===== config.mk =====
export PLATFORM = sky130hd
export DESIGN_NAME = mb_scan_ctrl_flat
export DESIGN_NICKNAME = d
export VERILOG_FILES = /design/src/rtl/mb_scan_ctrl_pkg.sv /design/src/rtl/mb_scan_ctrl_if.sv /design/src/rtl/mb_scan_ctrl_coord_gen.sv /design/src/rtl/mb_scan_ctrl.sv /design/src/flat_wrapper.sv
export SDC_FILE = /design/constraint.sdc
export NUM_CORES = 1
export LEC_CHECK = 0
export CAP_MARGIN = 25
export CORE_MARGIN = 10
export CORE_UTILIZATION = 55
export CTS_CLUSTER_SIZE = 25
export DETAILED_ROUTE_END_ITERATION = 10
export GPL_TIMING_DRIVEN = 0
export PLACE_DENSITY_LB_ADDON = 0.05
export SETUP_SLACK_MARGIN = 0.05
export SYNTH_ARGS = -nofsm -noshare
export SYNTH_HDL_FRONTEND = slang
export SYNTH_SLANG_ARGS = --single-unit
export TNS_END_PERCENT = 100

===== constraint.sdc =====
create_clock -name clk -period 3.6 [get_ports clk]
set_input_delay 1.08 -clock clk [delete_from_list [all_inputs] [get_ports clk]]
set_output_delay 1.08 -clock clk [all_outputs]
set_load 0.005 [all_outputs]

===== src/rtl/mb_scan_ctrl_pkg.sv =====
`default_nettype none
// ============================================================================
// Module      : mb_scan_ctrl_pkg
// Description : Shared constants and state encoding for the macroblock
//               raster scheduler.
// Revision    : 1.0 - initial release
// ============================================================================
package mb_scan_ctrl_pkg;

  localparam int COORD_W_DEF = 10;
  localparam int BND_LAT_DEF = 3;

  // One-hot scheduler states
  typedef enum logic [6:0] {
    ST_IDLE   = 7'b0000001,
    ST_ISSUE  = 7'b0000010,
    ST_WORK   = 7'b0000100,
    ST_SAVE   = 7'b0001000,
    ST_HOLD   = 7'b0010000,
    ST_ADV    = 7'b0100000,
    ST_SETTLE = 7'b1000000
  } state_e;

endpackage
`default_nettype wire


===== src/rtl/mb_scan_ctrl_if.sv =====
`default_nettype none
// ============================================================================
// Module      : mb_scan_ctrl_if
// Description : Scheduler <-> encode core / boundary-save bundle: MB
//               handshake, boundary load strobe and frame geometry.
// Revision    : 1.0 - initial release
// ============================================================================
interface mb_scan_ctrl_if
  import mb_scan_ctrl_pkg::*;
#(
  parameter int COORD_W = COORD_W_DEF
);

  logic               mb_valid;
  logic               mb_ready;
  logic               mb_done;
  logic               bnd_load;
  logic [COORD_W-1:0] x;
  logic [COORD_W-1:0] y;
  logic [COORD_W-1:0] w1;
  logic [COORD_W-1:0] w2;
  logic [COORD_W-1:0] h1;
  logic               last_mb;

  // Scheduler side
  modport master (
    output mb_valid, bnd_load, x, y, w1, w2, h1, last_mb,
    input  mb_ready, mb_done
  );

  // Core / boundary-save side
  modport slave (
    input  mb_valid, bnd_load, x, y, w1, w2, h1, last_mb,
    output mb_ready, mb_done
  );

endinterface
`default_nettype wire


===== src/rtl/mb_scan_ctrl_coord_gen.sv =====
`default_nettype none
// ============================================================================
// Module      : mb_coord_gen
// Description : x/y raster counters with row wrap, last-MB flag and the
//               w1/w2/h1 geometry derived from the latched frame size.
// Revision    : 1.0 - initial release
// ============================================================================
module mb_coord_gen
  import mb_scan_ctrl_pkg::*;
#(
  parameter int COORD_W = COORD_W_DEF
) (
  input  wire logic               clk,
  input  wire logic               rst_n,
  input  wire logic               load,
  input  wire logic               adv,
  input  wire logic [COORD_W-1:0] mb_w,
  input  wire logic [COORD_W-1:0] mb_h,
  output logic      [COORD_W-1:0] x,
  output logic      [COORD_W-1:0] y,
  output logic      [COORD_W-1:0] w1,
  output logic      [COORD_W-1:0] w2,
  output logic      [COORD_W-1:0] h1,
  output logic                    last_mb
);

  localparam logic [COORD_W-1:0] ONE = COORD_W'(1);
  localparam logic [COORD_W-1:0] TWO = COORD_W'(2);

  logic [COORD_W-1:0] x_q, x_d;
  logic [COORD_W-1:0] y_q, y_d;
  logic [COORD_W-1:0] w1_q, w1_d;
  logic [COORD_W-1:0] w2_q, w2_d;
  logic [COORD_W-1:0] h1_q, h1_d;
  // Keeps last_mb low out of reset, when x==w1==0 would otherwise match
  logic               dims_ok_q, dims_ok_d;

  // Coordinate/geometry registers
  always_ff @(posedge clk or negedge rst_n) begin
    if (!rst_n) begin
      x_q       <= '0;
      y_q       <= '0;
      w1_q      <= '0;
      w2_q      <= '0;
      h1_q      <= '0;
      dims_ok_q <= 1'b0;
    end else begin
      x_q       <= x_d;
      y_q       <= y_d;
      w1_q      <= w1_d;
      w2_q      <= w2_d;
      h1_q      <= h1_d;
      dims_ok_q <= dims_ok_d;
    end
  end

  // Latch geometry on frame start; raster step with row wrap on adv
  always_comb begin
    x_d       = x_q;
    y_d       = y_q;
    w1_d      = w1_q;
    w2_d      = w2_q;
    h1_d      = h1_q;
    dims_ok_d = dims_ok_q;
    if (load) begin
      x_d       = '0;
      y_d       = '0;
      w1_d      = mb_w - ONE;
      w2_d      = (mb_w >= TWO) ? (mb_w - TWO) : '0;
      h1_d      = mb_h - ONE;
      dims_ok_d = 1'b1;
    end else if (adv && !last_mb) begin
      // The final MB keeps its coordinates so the frame ends on it
      if (x_q == w1_q) begin
        x_d = '0;
        y_d = y_q + ONE;
      end else begin
        x_d = x_q + ONE;
      end
    end
  end

  assign last_mb = dims_ok_q && (x_q == w1_q) && (y_q == h1_q);
  assign x       = x_q;
  assign y       = y_q;
  assign w1      = w1_q;
  assign w2      = w2_q;
  assign h1      = h1_q;

endmodule
`default_nettype wire


===== src/rtl/mb_scan_ctrl.sv =====
`default_nettype none
// ============================================================================
// Module      : mb_scan_ctrl
// Description : Macroblock raster scheduler. Issues each MB to the encode
//               core, strobes the boundary save on completion and waits out
//               the boundary read latency before the next MB.
// Revision    : 1.0 - initial release
// ============================================================================
module mb_scan_ctrl
  import mb_scan_ctrl_pkg::*;
#(
  parameter int COORD_W = COORD_W_DEF,
  parameter int BND_LAT = BND_LAT_DEF
) (
  input  wire logic               clk,
  input  wire logic               rst_n,
  input  wire logic               start,
  input  wire logic               abort,
  input  wire logic [COORD_W-1:0] mb_w,
  input  wire logic [COORD_W-1:0] mb_h,
  output logic                    busy,
  output logic                    frame_done,
  mb_scan_ctrl_if.master          core_if
);

  localparam int              CNT_W    = (BND_LAT < 2) ? 1 : $clog2(BND_LAT + 1);
  localparam logic [CNT_W-1:0] CNT_LOAD = CNT_W'(BND_LAT);
  localparam logic [CNT_W-1:0] CNT_ONE  = CNT_W'(1);

  state_e             state_q, state_d;
  logic [CNT_W-1:0]   cnt_q, cnt_d;
  logic               fin_q, fin_d;
  logic               bnd_load_q, bnd_load_d;
  logic               frame_done_q, frame_done_d;
  logic               coord_load;
  logic               coord_adv;
  logic               last_mb;
  logic [COORD_W-1:0] x, y, w1, w2, h1;

  mb_coord_gen #(
    .COORD_W (COORD_W)
  ) u_coord_gen (
    .clk     (clk),
    .rst_n   (rst_n),
    .load    (coord_load),
    .adv     (coord_adv),
    .mb_w    (mb_w),
    .mb_h    (mb_h),
    .x       (x),
    .y       (y),
    .w1      (w1),
    .w2      (w2),
    .h1      (h1),
    .last_mb (last_mb)
  );

  // State, settle counter and registered strobes
  always_ff @(posedge clk or negedge rst_n) begin
    if (!rst_n) begin
      state_q      <= ST_IDLE;
      cnt_q        <= '0;
      fin_q        <= 1'b0;
      bnd_load_q   <= 1'b0;
      frame_done_q <= 1'b0;
    end else begin
      state_q      <= state_d;
      cnt_q        <= cnt_d;
      fin_q        <= fin_d;
      bnd_load_q   <= bnd_load_d;
      frame_done_q <= frame_done_d;
    end
  end

  // Next-state and strobe decode; abort overrides every transition
  always_comb begin
    state_d      = state_q;
    cnt_d        = cnt_q;
    fin_d        = fin_q;
    frame_done_d = 1'b0;
    coord_load   = 1'b0;
    coord_adv    = 1'b0;
    case (state_q)
      ST_IDLE: begin
        if (start && (mb_w != '0) && (mb_h != '0)) begin
          coord_load = 1'b1;
          fin_d      = 1'b0;
          state_d    = ST_ISSUE;
        end
      end
      ST_ISSUE: begin
        // mb_done is deliberately not looked at until WORK
        if (core_if.mb_ready) state_d = ST_WORK;
      end
      ST_WORK: begin
        if (core_if.mb_done) state_d = ST_SAVE;
      end
      ST_SAVE: state_d = ST_HOLD;
      ST_HOLD: state_d = ST_ADV;
      ST_ADV: begin
        // Remember whether the finished MB closed the frame before x/y move
        coord_adv = 1'b1;
        fin_d     = last_mb;
        cnt_d     = CNT_LOAD;
        state_d   = ST_SETTLE;
      end
      ST_SETTLE: begin
        if ((cnt_q == CNT_ONE) || (cnt_q == '0)) begin
          if (fin_q) begin
            frame_done_d = 1'b1;
            state_d      = ST_IDLE;
          end else begin
            state_d = ST_ISSUE;
          end
        end else begin
          cnt_d = cnt_q - CNT_ONE;
        end
      end
      default: state_d = ST_IDLE;
    endcase
    if (abort) begin
      state_d      = ST_IDLE;
      coord_load   = 1'b0;
      coord_adv    = 1'b0;
      frame_done_d = 1'b0;
    end
    bnd_load_d = (state_d == ST_SAVE);
  end

  assign core_if.mb_valid = (state_q == ST_ISSUE);
  assign core_if.bnd_load = bnd_load_q;
  assign core_if.x        = x;
  assign core_if.y        = y;
  assign core_if.w1       = w1;
  assign core_if.w2       = w2;
  assign core_if.h1       = h1;
  assign core_if.last_mb  = last_mb;
  assign busy             = (state_q != ST_IDLE);
  assign frame_done       = frame_done_q;

endmodule
`default_nettype wire


===== src/flat_wrapper.sv =====
// flat-port wrapper written by rule: the top's interface ports become plain ports
module mb_scan_ctrl_flat import mb_scan_ctrl_pkg::*;
#(
  parameter int COORD_W = COORD_W_DEF,
  parameter int BND_LAT = BND_LAT_DEF
)
  (clk, rst_n, start, abort, mb_w, mb_h, busy, frame_done, core_if_mb_valid, core_if_bnd_load, core_if_x, core_if_y, core_if_w1, core_if_w2, core_if_h1, core_if_last_mb, core_if_mb_ready, core_if_mb_done);
  mb_scan_ctrl_if #(.COORD_W(COORD_W)) core_if_i ();
  input  wire logic clk;
  input  wire logic rst_n;
  input  wire logic start;
  input  wire logic abort;
  input  wire logic [COORD_W-1:0] mb_w;
  input  wire logic [COORD_W-1:0] mb_h;
  output logic busy;
  output logic frame_done;
  output wire logic [$bits(core_if_i.mb_valid)-1:0] core_if_mb_valid;
  output wire logic [$bits(core_if_i.bnd_load)-1:0] core_if_bnd_load;
  output wire logic [$bits(core_if_i.x)-1:0] core_if_x;
  output wire logic [$bits(core_if_i.y)-1:0] core_if_y;
  output wire logic [$bits(core_if_i.w1)-1:0] core_if_w1;
  output wire logic [$bits(core_if_i.w2)-1:0] core_if_w2;
  output wire logic [$bits(core_if_i.h1)-1:0] core_if_h1;
  output wire logic [$bits(core_if_i.last_mb)-1:0] core_if_last_mb;
  input wire logic [$bits(core_if_i.mb_ready)-1:0] core_if_mb_ready;
  input wire logic [$bits(core_if_i.mb_done)-1:0] core_if_mb_done;
  assign core_if_mb_valid = core_if_i.mb_valid;
  assign core_if_bnd_load = core_if_i.bnd_load;
  assign core_if_x = core_if_i.x;
  assign core_if_y = core_if_i.y;
  assign core_if_w1 = core_if_i.w1;
  assign core_if_w2 = core_if_i.w2;
  assign core_if_h1 = core_if_i.h1;
  assign core_if_last_mb = core_if_i.last_mb;
  assign core_if_i.mb_ready = core_if_mb_ready;
  assign core_if_i.mb_done = core_if_mb_done;
  mb_scan_ctrl #(.COORD_W(COORD_W), .BND_LAT(BND_LAT)) u_core (.clk(clk), .rst_n(rst_n), .start(start), .abort(abort), .mb_w(mb_w), .mb_h(mb_h), .busy(busy), .frame_done(frame_done), .core_if(core_if_i));
endmodule

Word level (Yosys, flattened, before mapping)
Cells that the tools add are included.
Word-level totals
  register bits after elaboration: 63
  input bits: 26
Operators by class
  mux-type cells: 27
  $lt $le $gt $ge: 1
  equality and inequality tests: 14
  add/subtract/negate cells: 6
  reduce and logical (&&, ||, !) cells: 17
Operators with widths (count)
  $mux 10: 7
  $pmux 7 s7: 1
  $mux 7: 5
  $add 10x1->10 const B: 2
  $eq 10x10->1: 2
  $reduce_bool 10->1: 2
  $sub 10x1->10 const B: 2
  $eq 7x4->1 const B: 2
  $ge 10x2->1 const B: 1
  $mux 1: 10
  $sub 10x2->10 const B: 1
  $reduce_bool 2->1: 4
  $eq 7x1->1 const B: 1
  $eq 7x2->1 const B: 1
  $eq 7x3->1 const B: 1
  $eq 7x5->1 const B: 1
  $eq 7x6->1 const B: 1
  $eq 7x7->1 const B: 1
  $ne 7x1->1 const B: 1
  $reduce_and 2->1: 3
  $logic_and 1x1->1: 5
  $mux 2: 2
  $pmux 2 s2: 1
  $eq 2x1->1 const B: 1
  other kinds (7): 7

Longest topological paths before layout
  word-level depth: 8
  mapped depth: 9
  mapped depth without buffers: 7

Cells and area by module
From an unflattened synthesis, not the netlist that was laid out.
Unflattened totals
  cell total of the unflattened synthesis: 381
  area, all modules: 3626.0 sq um
Modules (own cells, without submodules)
  mb_coord_gen: seq. area each 1276.2 sq um, area each 2880.3 sq um, instances 1, cells each 298
  mb_scan_ctrl: seq. area each 301.5 sq um, area each 745.7 sq um, instances 1, cells each 83

Least setup slack after synthesis
Ideal clock, no wire load.
  kind: input to register
  start: input port mb_h[0]
  end: register u_core.u_coord_gen.h1_q[4] (netlist: u_core.u_coord_gen.h1[4])
  data arrival time: 2.787 ns
  library setup time: 0.125 ns
  cell stages on the path: 7
  slack: 0.689 ns
  cell sequence: inv_1 ha_1 or4b_1 or3_1 nand3_2 buf_6 mux2_2
Between the ends
  word-level cells in the longest chain between the ends: 5
RTL lines
  start, declared: line flat_wrapper.sv:14  | input wire logic [COORD_W-1:0] mb_h;
  branches (longest 5 deep; another with $sub 10x1->10)
  end signal, assigned: line mb_scan_ctrl_coord_gen.sv:45  | h1_q <= '0;
  end signal, assigned: line mb_scan_ctrl_coord_gen.sv:52  | h1_q <= h1_d;
  end, declared: line mb_scan_ctrl_coord_gen.sv:34  | logic [COORD_W-1:0] h1_q, h1_d;
Parallel ways; which one is timed is not known.
A chain may end at the register's enable or synchronous reset.

Worst setup path in the final report
  start: register u_core.u_coord_gen.x_q[5] (netlist: u_core.u_coord_gen.x[5])
  end: output port core_if_last_mb
Between the ends
  word-level cells in the longest chain between the ends: 3
RTL lines
  start, declared: line mb_scan_ctrl_coord_gen.sv:30  | logic [COORD_W-1:0] x_q, x_d;
  start signal, assigned: line mb_scan_ctrl_coord_gen.sv:41  | x_q <= '0;
  start signal, assigned: line mb_scan_ctrl_coord_gen.sv:48  | x_q <= x_d;
  $eq 10x10->1: line mb_scan_ctrl_coord_gen.sv:83  | assign last_mb = dims_ok_q && (x_q == w1_q) && (y_q == h1_q);
  $logic_and 1x1->1 (2 in a row): line mb_scan_ctrl_coord_gen.sv:83
  end, declared: line flat_wrapper.sv:24  | output wire logic [$bits(core_if_i.last_mb)-1:0] core_if_last_mb;
Every way passes these cells.

==> run metrics <==
run status=finished, final reports clean; Synth Warn #=0; CP max FO=12; fin worst setup slack=0.200 ns; clock latency on the worst-skew pair=0.35 ns; most frequent cell after synthesis=dfrtp_1; Hold Path Stages=2; row cnt=30; Post-Route WL=10.6 mm; share of layout cells above drive strength 1=0.0828; CTS tree=yes; top post-synthesis cells by area=dfrtp_1, xnor2_1, nand2_1; Diodes inserted=0; share of the synthesized area in the top cell type=0.408; I/O Pins=81; largest family of logic cells by synthesized area=simple AND/OR/NAND/NOR gates; CP peak stage delay=0.48 ns; P_leak=1.96 nW; Synth-to-Final Area Change=29.1%; worst path bufs/invs=2; crit share post-route=0.944; Placed Cells=572; Worst slew margin=0.273; Hold Crit Start=u_core.u_coord_gen.w2[3]; Core ar.=6760 sq um; largest net degree at the start of global routing=64; fraction of the mapped netlist area in adder cells=0.0329; root buffer cell=clkbuf_8; reg2reg path depth=5; R2R Setup Slk=1.08 ns; RSZ-0062 raised after global routing=no; Sink Count=63; kind of critical path=reg2out; antenna viol nets, final=0; Post-Synthesis Cells=414; Post-synth top flop=dfrtp_1; simple-gate portion of the synthesized area=0.248; Vias=3622; family with the most delay on the worst path=simple AND/OR/NAND/NOR gates; Syn Nets=450; hold buffers post-CTS=0; worst slack, placed=-0.101 ns; post-DR vias/cell=6.17; first-pass GRT wire length=17.4 mm; port bufs=78; iteration-0 DRC count of the detailed router=208; Layout Cells excl Fill=587; Worst-path clk slew=0.07 ns; R2R Path Start=u_core.state_q[4]; GRT Total Usage=0.204; grt ovf=0; Initial Utilization=0.562; Post-Syn Area=3800 sq um; slew of the pin with the lowest slew margin=1.09 ns; critical path capture point type=primary output; CTS Buf Count=9; async set-reset flop share out of synthesis=1.00; pwr dens=420 nW/um^2; number of global-route vias before repair=3645; GP Congestion=0.923; post-layout power=2.06 mW; Yosys reg bits=63; final hold viol count=0; startpoint types=flop; Syn Area/Cell=9.18 sq um; fin nets=538; WL/cell=18.1 um; Commonest cells post-synth=dfrtp_1, nand2_1, xnor2_1, o21ai_0; post-synth cell types=58; Crit-path slowest cell=or3_4; Die X-Extent=103 um; drt drc=0; Max Cap Violations=0; die area=10600 sq um; r2r endpoint=u_core.u_coord_gen.y[6]; worst path cell trace=xnor2_1 -> nand4_1 -> or3_4 -> clkbuf_4 -> nor4_2 -> dlygate4sd2_1; cell taking the most area after synthesis=dfrtp_1; hold_ws=0.480 ns; Synth Area in XOR/XNOR=0.0945; highest clock rate=294 MHz; Compound-Gate Fraction of Synth Area=0.148; die height=103 um; DP HPWL=7.94 mm; number of flops mapped to enable cells by yosys=0; H-tree levels=3; critical path arrival=2.32 ns; mux contribution to synthesized area=0.0161; register area share after synthesis=0.415; clk_skew=0.0128 ns; First-pass DRT Iterations=5; initial antenna violation count=0; Hold EP=u_core.u_coord_gen.w2[3]; crit path time final=3.40 ns; endpoints failing setup=0; CP Data Required Time=2.52 ns; final max-slew violation count=0; worst vdd ir=0.000305 V; CTS Buffer Depth=2; Hold WC Path Type=reg2reg
stage by stage:
step,setup TNS (ns),utilization,cell area (sq um)
finish,0,0.726,4900
global route,0,0.726,4900
CTS,0,0.725,4900
floorplan,0,-,3800
detailed placement,-2.05,0.692,4680
global placement,-36.76,0.693,4680
cells by family after synthesis:
logic type	Yosys count
buffers and inverters	36
and+or+nand+nor	172
muxes	6
adders and majority gates	10
xor gates and xnor gates	41
DFF	63
AOI/OAI and AO/OA	86
layout make-up:
class | count | area (sq um)
Multi-Input combinational cell | 315 | 2060
Fill cell | 547 | 1850
Sequential cell | 63 | 1580
Timing Repair Buffer | 79 | 785
Clock buffer | 14 | 173
Buffer | 20 | 116
Tap cell | 80 | 100
Inverter | 14 | 52.6
Clock inverter | 2 | 37.5
repair_timing:
item / in CTS / in global routing
pin swaps: 1 / 1
gates cloned: 0 / 0
endpoints found under the setup margin: 1 / 1
resized for setup: 8 / 1
buffers inserted: 0 / 1
tightest hold or removal path, stage by stage, from the launching register on:
cell	delay, ns
dfrtp_1	0.35
nand2_1	0.05
o31ai_1	0.05
routing by layer:
metal	GRT usage	wire length, um	vias to the layer above
li1	-	-	1701
met1	0.242	4350	1767
met2	0.345	5250	131
met3	0.0489	770	23
met4	0.0856	239	0
met5	0	0	-
how the worst max path moves through the flow:
stage | from | endpoint | cells after the start
final | u_core.u_coord_gen.x[5] | core_if_last_mb | 6
after global placement | rst_n | u_core.u_coord_gen.h1[8] | 1
after floorplan | mb_h[0] | u_core.u_coord_gen.h1[4] | 7
after CTS | u_core.u_coord_gen.x[1] | core_if_last_mb | 7
after detailed placement | u_core.u_coord_gen.x[4] | core_if_last_mb | 8
after global routing | u_core.u_coord_gen.x[3] | core_if_last_mb | 6
registers in the layout, indices dropped and copies added (netlist names):
| signal | cells |
|---|---|
| u_core.cnt_q | 2 |
| u_core.core_if.bnd_load | 1 |
| u_core.fin_q | 1 |
| u_core.frame_done | 1 |
| u_core.state_q | 7 |
| u_core.u_coord_gen.dims_ok_q | 1 |
| u_core.u_coord_gen.h1 | 10 |
| u_core.u_coord_gen.w1 | 10 |
| u_core.u_coord_gen.w2 | 10 |
| u_core.u_coord_gen.x | 10 |
| u_core.u_coord_gen.y | 10 |
report_power, final:
group	switching [mW]	internal [mW]
Sequential	0.0858	0.796
Combinational	0.234	0.289
Clock	0.278	0.377
Total	0.598	1.46
layout by cell type, fill, tap and decap left out, drive strengths merged, types with 10 or more instances in the layout:
| cell type | netlist | final |
|---|---|---|
| a21oi | 17 | 17 |
| buf | 9 | 11 |
| clkbuf | 13 | 25 |
| clkdlybuf4s50 | 0 | 76 |
| dfrtp | 62 | 62 |
| ha | 10 | 10 |
| inv | 14 | 14 |
| nand2 | 50 | 50 |
| nand3 | 15 | 15 |
| nand4 | 17 | 17 |
| nor2 | 18 | 18 |
| nor3 | 19 | 19 |
| o21ai | 28 | 28 |
| o31ai | 10 | 10 |
| xnor2 | 35 | 35 |
No activity file was read; power rests on OpenSTA's default activity.
